$ cat config.mk
export PLATFORM = sky130hd
export DESIGN_NAME = carfield_addr_router
export DESIGN_NICKNAME = d
export VERILOG_FILES = /design/src/rtl/carfield_addr_router_pkg.sv /design/src/rtl/carfield_addr_decode.sv /design/src/rtl/carfield_addr_router.sv
export SDC_FILE = /design/constraint.sdc
export NUM_CORES = 2
export LEC_CHECK = 0
export BUFFER_PORTS_ARGS = -buffer_cell sky130_fd_sc_hd__buf_2
export CORE_AREA = 2 2 757 759
export DETAILED_ROUTE_END_ITERATION = 7
export DIE_AREA = 0 0 759 761
export SLEW_MARGIN = 30
export SYNTH_ARGS = -nofsm -noshare
export SYNTH_HDL_FRONTEND = slang
export SYNTH_SLANG_ARGS = --single-unit
export TNS_END_PERCENT = 1
$ cat constraint.sdc
create_clock -name clk_i -period 14.45 [get_ports clk_i]
set_clock_uncertainty 0.1 [all_clocks]
set_input_delay 4.335 -clock clk_i [delete_from_list [all_inputs] [get_ports clk_i]]
set_output_delay 4.335 -clock clk_i [all_outputs]
set_load 0.005 [all_outputs]
$ cat src/rtl/carfield_addr_router_pkg.sv
// Shared types, address-map rule record and match helper for the Carfield request router.
package carfield_addr_router_pkg;

    localparam int unsigned NumRules       = 8;
    localparam int unsigned AddrWidth      = 64;
    localparam int unsigned DataWidth      = 64;
    localparam int unsigned MaxOutstanding = 4;

    localparam logic [DataWidth-1:0] ErrData = 64'hBADCAB1E_BADCAB1E;

    localparam int unsigned IdxWidth = $clog2(NumRules + 1);
    localparam int unsigned SelWidth = $clog2(NumRules);
    localparam int unsigned CntWidth = $clog2(MaxOutstanding + 1);

    typedef logic [IdxWidth-1:0] tgt_idx_t;
    typedef logic [CntWidth-1:0] cnt_t;

    // One past the last real port: selects the internal error responder.
    localparam tgt_idx_t ErrIdx = tgt_idx_t'(NumRules);

    typedef struct packed {
        logic [AddrWidth-1:0] base;
        logic [AddrWidth-1:0] size;
        logic                 en;
    } rule_t;

    // Upper bound is formed one bit wider so a region ending at the top of memory cannot wrap.
    function automatic logic rule_match(input rule_t rule, input logic [AddrWidth-1:0] addr);
        logic [AddrWidth:0] limit;
        limit = {1'b0, rule.base} + {1'b0, rule.size};
        return rule.en && (rule.size != '0) && (addr >= rule.base) && ({1'b0, addr} < limit);
    endfunction

endpackage

$ cat src/rtl/carfield_addr_decode.sv
// Priority address decoder: lowest-index enabled rule wins, no match selects ErrIdx.
// Purely combinational, no backpressure.
module carfield_addr_decode
    import carfield_addr_router_pkg::*;
(
    input  logic [NumRules-1:0][AddrWidth-1:0] rule_base_i,
    input  logic [NumRules-1:0][AddrWidth-1:0] rule_size_i,
    input  logic [NumRules-1:0]                rule_en_i,
    input  logic [AddrWidth-1:0]               addr_i,
    output tgt_idx_t                           idx_o,
    output logic                               err_o
);

    rule_t rules [NumRules];

    for (genvar g = 0; g < NumRules; g++) begin : g_rule
        assign rules[g] = '{base: rule_base_i[g], size: rule_size_i[g], en: rule_en_i[g]};
    end

    // Scanning from the top down lets the lowest matching index overwrite the others.
    always_comb begin
        idx_o = ErrIdx;
        for (int k = NumRules - 1; k >= 0; k--) begin
            if (rule_match(rules[k], addr_i)) begin
                idx_o = tgt_idx_t'(k);
            end
        end
        err_o = (idx_o == ErrIdx);
    end

endmodule

$ cat src/rtl/carfield_addr_router.sv
// In-order request router: grant passes through from the selected target in the same cycle,
// error responses return one cycle after grant; host is stalled on target switch or full tracker.
module carfield_addr_router
    import carfield_addr_router_pkg::*;
(
    input  logic                                clk_i,
    input  logic                                rst_ni,
    input  logic [NumRules-1:0][AddrWidth-1:0]  rule_base_i,
    input  logic [NumRules-1:0][AddrWidth-1:0]  rule_size_i,
    input  logic [NumRules-1:0]                 rule_en_i,
    input  logic                                req_i,
    output logic                                gnt_o,
    input  logic [AddrWidth-1:0]                addr_i,
    input  logic                                we_i,
    input  logic [DataWidth-1:0]                wdata_i,
    input  logic [DataWidth/8-1:0]              be_i,
    output logic                                rvalid_o,
    output logic [DataWidth-1:0]                rdata_o,
    output logic                                err_o,
    output logic [NumRules-1:0]                 tgt_req_o,
    input  logic [NumRules-1:0]                 tgt_gnt_i,
    output logic [AddrWidth-1:0]                tgt_addr_o,
    output logic                                tgt_we_o,
    output logic [DataWidth-1:0]                tgt_wdata_o,
    output logic [DataWidth/8-1:0]              tgt_be_o,
    input  logic [NumRules-1:0]                 tgt_rvalid_i,
    input  logic [NumRules-1:0][DataWidth-1:0]  tgt_rdata_i,
    input  logic [NumRules-1:0]                 tgt_err_i
);

    localparam cnt_t CntMax = cnt_t'(MaxOutstanding);

    tgt_idx_t                dec_idx;
    logic                    dec_err;
    logic [SelWidth-1:0]     dec_sel;
    logic [SelWidth-1:0]     tgt_sel;
    logic                    can_issue;
    logic                    rsp_vld;

    cnt_t                    cnt_q, cnt_d;
    tgt_idx_t                tgt_q, tgt_d;
    logic [MaxOutstanding-1:0] err_pend_q, err_pend_d;

    carfield_addr_decode u_decode (
        .rule_base_i (rule_base_i),
        .rule_size_i (rule_size_i),
        .rule_en_i   (rule_en_i),
        .addr_i      (addr_i),
        .idx_o       (dec_idx),
        .err_o       (dec_err)
    );

    assign tgt_addr_o  = addr_i;
    assign tgt_we_o    = we_i;
    assign tgt_wdata_o = wdata_i;
    assign tgt_be_o    = be_i;

    assign dec_sel = dec_idx[SelWidth-1:0];
    assign tgt_sel = tgt_q[SelWidth-1:0];

    // Responses carry no ID, so a new target is only opened once the old one has drained.
    assign can_issue = (cnt_q < CntMax) && ((cnt_q == '0) || (dec_idx == tgt_q));

    always_comb begin
        tgt_req_o = '0;
        gnt_o     = 1'b0;
        if (req_i && can_issue) begin
            if (dec_err) begin
                gnt_o = 1'b1;
            end else begin
                tgt_req_o[dec_sel] = 1'b1;
                gnt_o              = tgt_gnt_i[dec_sel];
            end
        end
    end

    always_comb begin
        rsp_vld = 1'b0;
        rdata_o = '0;
        err_o   = 1'b0;
        if (cnt_q != '0) begin
            rsp_vld = (tgt_q == ErrIdx) ? err_pend_q[0] : tgt_rvalid_i[tgt_sel];
        end
        if (rsp_vld) begin
            if (tgt_q == ErrIdx) begin
                rdata_o = ErrData;
                err_o   = 1'b1;
            end else begin
                rdata_o = tgt_rdata_i[tgt_sel];
                err_o   = tgt_err_i[tgt_sel];
            end
        end
    end

    assign rvalid_o = rsp_vld;

    // Bit 0 of err_pend_q is the error response owed this cycle; each error grant sets it for the next.
    always_comb begin
        cnt_d = cnt_q;
        if (gnt_o && !rsp_vld) begin
            cnt_d = cnt_q + cnt_t'(1);
        end else if (!gnt_o && rsp_vld) begin
            cnt_d = cnt_q - cnt_t'(1);
        end
        tgt_d      = gnt_o ? dec_idx : tgt_q;
        err_pend_d = {1'b0, err_pend_q[MaxOutstanding-1:1]};
        if (gnt_o && dec_err) begin
            err_pend_d[0] = 1'b1;
        end
    end

    always_ff @(posedge clk_i or negedge rst_ni) begin
        if (!rst_ni) begin
            cnt_q      <= '0;
            tgt_q      <= '0;
            err_pend_q <= '0;
        end else begin
            cnt_q      <= cnt_d;
            tgt_q      <= tgt_d;
            err_pend_q <= err_pend_d;
        end
    end

endmodule

==> results.rst <==
.. list-table::
   :header-rows: 1

   * - Metric
     - Value
   * - Status
     - finished, violations left
   * - Failing checks
     - antenna rules, setup timing
   * - Starting Density
     - 9.892%
   * - Final-report setup violation count
     - 9
   * - Clock tree from TritonCTS
     - done
   * - Leakage power of the design
     - 45.75 nW
   * - Worst-case setup margin in the final layout
     - -1.685 ns
   * - Mapped cell area
     - 0.05643 mm²
   * - Worst vdd rail ir drop
     - 152.7 µV
   * - Number of global-route vias before repair
     - 73,510
   * - Met1 Use GR
     - 19.64%
   * - Unrepaired setup endpoints after global routing
     - yes
   * - Share of async-settable or async-resettable flops after synthesis
     - 100.0%
   * - Num ports
     - 1,920
   * - Routed WL
     - 596,100 µm
   * - Final total power
     - 6.000 mW
   * - Global routing met2 resource utilization
     - 32.95%
   * - Synthesis warning total
     - 0
   * - Data arrival time at the worst-slack endpoint
     - 11.70 ns
   * - Largest net degree at the start of global routing
     - 93
   * - Number of nets in the layout
     - 14,150
   * - Slew at the pin closest to its max-slew limit
     - 1.107 ns
   * - Main combinational cell family by area after synthesis
     - adder cells
   * - Routed len/inst
     - 30.27 µm
   * - Simple logic cell fraction of the synthesized area
     - 16.65%
   * - Shortest period the worst path allows
     - 16.13 ns
   * - Instance area at placement
     - 0.08955 mm²
   * - Master cell of the clock root buffer
     - sky130_fd_sc_hd__clkbuf_16
   * - H-tree depth reported by CTS
     - 1
   * - Hold violation count in the final report
     - 0
   * - Netlist cell types
     - 94
   * - Required time of the critical path
     - 10.01 ns
   * - # placed instances
     - 18,450
   * - Grt total ovfl
     - 0
   * - Per-instance average area after synthesis
     - 7.580 µm²
   * - Hold Crit Class
     - reg2reg
   * - Power density over the cells
     - 64.13 mW/mm²
   * - Core Util, Final
     - 16.40%
   * - Number of maximum-capacitance constraint violations
     - 0
   * - Fmax
     - 61.98 MHz
   * - Global-route wire length before repair
     - 739,500 µm
   * - Routing layer with the top usage in global route
     - met2
   * - Growth of design area from synthesis to finish
     - 65.82%
   * - Parity-gate share of the synthesized area counting xor and xnor cells
     - 7.202%
   * - Number of clock sinks seen by CTS
     - 8
   * - Fraction of the yosys area taken by sequential cells
     - 0.3548%
   * - Number of antenna violations at the first check in global routing
     - 563
   * - Startpoint types
     - input pin
   * - TritonCTS Buffers
     - 3
   * - Clock insertion delay at the later pin of the skew report
     - 0.24 ns
   * - CTS Buffer Depth
     - 2
   * - Critical-path cell with the highest stage delay
     - sky130_fd_sc_hd__a2111oi_2
   * - Global-route total usage across every layer
     - 19.51%
   * - Synth Register Bits
     - 8
   * - Final period util
     - 111.7%
   * - Die Ht
     - 761 µm
   * - M3 GR Usage
     - 7.226%
   * - Critical path class
     - in2out
   * - Net count of the mapped netlist
     - 10,690
   * - Die Width
     - 759 µm
   * - Buffers added on ports
     - 1,773
   * - Share of final-layout standard cells stronger than drive strength 1
     - 37.44%
   * - Max-slew headroom
     - 25.55%
   * - DR pass1 iterations
     - 6
   * - Final estimated routing congestion in global placement
     - 1.087
   * - Filler-free cell count of the finished design
     - 19,690
   * - Post-route DRC
     - 0
   * - Count of hold-fix buffers inserted at cts
     - 0
   * - EDFF count, synth
     - 0
   * - Final HPWL DP
     - 553,000 µm
   * - Area of the die
     - 0.5776 mm²
   * - Capturing element type of the critical path
     - output port
   * - Placeable Area
     - 0.5704 mm²
   * - Fraction of the mapped netlist area in adder cells
     - 34.22%
   * - Cell Rows
     - 278
   * - Fin area
     - 0.09357 mm²
   * - Initial detailed-routing violation count
     - 5,956
   * - Largest fanout on the critical path
     - 5
   * - Remaining number of nets flagged by the antenna check after routing
     - 1
   * - CP max stage delay
     - 0.38 ns
   * - Share of the synthesized area in compound gates (AO/OA/AOI/OAI)
     - 28.99%
   * - Vias per inst
     - 4.023
   * - Clk slew on worst S/H paths
     - 0.04 ns
   * - Number of standard cells after synthesis
     - 7,444
   * - Worst-case hold slack
     - 0.4235 ns
   * - Final count of pins violating max slew
     - 0
   * - Multiplexer share of the synthesized area
     - 5.530%
   * - Detailed-route via count
     - 79,230
   * - Dominant register cell in the synthesized netlist
     - sky130_fd_sc_hd__dfrtp_1
## worst paths after layout
check	startpoint	endpoint	slack, ns	cells past startpoint
max	rule_base_i[385]	tgt_req_o[6]	-1.68	39
min	cnt_q[2]	cnt_q[2]	0.42	1
max reg2reg	tgt_q[1]	cnt_q[2]	9.91	12
min reg2reg	cnt_q[2]	cnt_q[2]	0.42	1
max in group asynchronous	rst_ni	tgt_q[2]	10.19	1
min in group asynchronous	rst_ni	tgt_q[1]	3.87	1
## routing by layer
layer	vias up	routed length (µm)
li1	36500	-
met1	37280	203500
met2	3752	281500
met3	1433	58340
met4	260	50930
met5	-	1793
## through the flow
step	TNS, ns	setup slack (ns)
2_1_floorplan	-0.5974	-0.1761
3_3_place_gp	-29.50	-3.396
3_5_place_dp	-24.69	-2.853
4_1_cts	-15.56	-1.871
5_1_grt	-17.13	-2.018
6_report	-14.01	-1.685
## Yosys cell counts (17+ instances only)
library cell | instances | area [µm²]
sky130_fd_sc_hd__a2111oi_0 | 44 | 385.4
sky130_fd_sc_hd__a211o_1 | 37 | 324.1
sky130_fd_sc_hd__a211oi_1 | 69 | 518.0
sky130_fd_sc_hd__a21o_1 | 546 | 4099
sky130_fd_sc_hd__a21oi_1 | 794 | 3974
sky130_fd_sc_hd__a221oi_1 | 27 | 236.5
sky130_fd_sc_hd__a22oi_1 | 31 | 232.7
sky130_fd_sc_hd__a31oi_1 | 48 | 300.3
sky130_fd_sc_hd__and2_1 | 24 | 150.1
sky130_fd_sc_hd__and3_1 | 59 | 369.1
sky130_fd_sc_hd__and4_1 | 27 | 236.5
sky130_fd_sc_hd__buf_4 | 137 | 1028
sky130_fd_sc_hd__clkbuf_1 | 97 | 364.1
sky130_fd_sc_hd__ha_1 | 1529 | 19130
sky130_fd_sc_hd__inv_1 | 669 | 2511
sky130_fd_sc_hd__mux2_2 | 32 | 360.4
sky130_fd_sc_hd__mux2i_1 | 44 | 440.4
sky130_fd_sc_hd__mux4_2 | 103 | 2320
sky130_fd_sc_hd__nand2_1 | 337 | 1265
sky130_fd_sc_hd__nand2b_1 | 117 | 732.0
sky130_fd_sc_hd__nand3_1 | 147 | 735.7
sky130_fd_sc_hd__nand4_1 | 241 | 1508
sky130_fd_sc_hd__nor2_1 | 367 | 1378
sky130_fd_sc_hd__nor2b_1 | 125 | 782.0
sky130_fd_sc_hd__nor3_1 | 120 | 600.6
sky130_fd_sc_hd__nor4_1 | 157 | 982.2
sky130_fd_sc_hd__o211ai_1 | 61 | 457.9
sky130_fd_sc_hd__o21a_1 | 102 | 765.7
sky130_fd_sc_hd__o21ai_0 | 371 | 1857
sky130_fd_sc_hd__o21ai_1 | 30 | 150.1
sky130_fd_sc_hd__o21bai_1 | 93 | 698.2
sky130_fd_sc_hd__o221ai_1 | 38 | 332.8
sky130_fd_sc_hd__o31ai_1 | 41 | 307.8
sky130_fd_sc_hd__o41ai_1 | 17 | 148.9
sky130_fd_sc_hd__or2_2 | 24 | 150.1
sky130_fd_sc_hd__or3_1 | 35 | 219.0
sky130_fd_sc_hd__xnor2_1 | 241 | 2111
sky130_fd_sc_hd__xor2_1 | 223 | 1953
## cell usage in the layout, fill, tap and decap left out, types with 28 or more instances in the layout
master / synthesis / routed
sky130_fd_sc_hd__a2111oi_0: 44 / 28
sky130_fd_sc_hd__a211o_1: 37 / 37
sky130_fd_sc_hd__a211oi_1: 69 / 57
sky130_fd_sc_hd__a21o_1: 546 / 546
sky130_fd_sc_hd__a21oi_1: 794 / 767
sky130_fd_sc_hd__a22oi_1: 31 / 31
sky130_fd_sc_hd__a31oi_1: 48 / 40
sky130_fd_sc_hd__and3_1: 59 / 58
sky130_fd_sc_hd__buf_12: 0 / 96
sky130_fd_sc_hd__buf_2: 1 / 1766
sky130_fd_sc_hd__buf_4: 137 / 1839
sky130_fd_sc_hd__diode_2: 0 / 1227
sky130_fd_sc_hd__ha_1: 1529 / 1521
sky130_fd_sc_hd__inv_1: 669 / 668
sky130_fd_sc_hd__mux2_2: 32 / 32
sky130_fd_sc_hd__mux2i_1: 44 / 44
sky130_fd_sc_hd__mux4_2: 103 / 103
sky130_fd_sc_hd__nand2_1: 337 / 335
sky130_fd_sc_hd__nand2b_1: 117 / 113
sky130_fd_sc_hd__nand3_1: 147 / 143
sky130_fd_sc_hd__nand4_1: 241 / 241
sky130_fd_sc_hd__nor2_1: 367 / 358
sky130_fd_sc_hd__nor2b_1: 125 / 125
sky130_fd_sc_hd__nor3_1: 120 / 106
sky130_fd_sc_hd__nor4_1: 157 / 143
sky130_fd_sc_hd__o211ai_1: 61 / 61
sky130_fd_sc_hd__o21a_1: 102 / 102
sky130_fd_sc_hd__o21ai_0: 371 / 344
sky130_fd_sc_hd__o21ai_1: 30 / 39
sky130_fd_sc_hd__o21bai_1: 93 / 92
sky130_fd_sc_hd__o221ai_1: 38 / 37
sky130_fd_sc_hd__o31ai_1: 41 / 31
sky130_fd_sc_hd__or3_1: 35 / 33
sky130_fd_sc_hd__xnor2_1: 241 / 241
sky130_fd_sc_hd__xor2_1: 223 / 223
## final cells by class
type	instances	area, µm²
fill	65820	476900
multi-input combinational	6515	53590
timing repair buffer	3708	24640
tap	7560	9459
antenna	1227	3070
inverter	670	2515
sequential	8	211.5
clock buffer	4	78.83
## worst max-delay path: cells and delay by family
family                   cells  cell delay, ns
AND/OR/NAND/NOR              9            1.51
buffers and inverters        9            1.16
adder cells (fa/ha/maj)      2            0.50
XOR/XNOR                     1            0.11
AO/OA/AOI/OAI               18            4.01
## registers in the layout, indices dropped and copies added (netlist names)
name        cells
err_pend_q      1
tgt_q           4
cnt_q           3
## cell families after synthesis
logic type	after synthesis
adders and majority gates	1538
DFF	8
buffers and inverters	921
AOI/OAI and AO/OA	2519
xor gates and xnor gates	464
and+or+nand+nor	1815
muxes	179
## report_power, final
group,internal (mW),switching [mW],total (mW)
Clock,0.0368,0.0116,0.0485
Sequential,0.0353,0.0833,0.119
Combinational,2.46,3.37,5.83
## what timing repair did
item                       in CTS  in global routing
setup endpoints to repair       9                  9
setup buffers                   7                 10
pin swaps                      19                 55
gates cloned                    0                  0
resized for setup              32                106
Power figures use the tool's default switching activity.
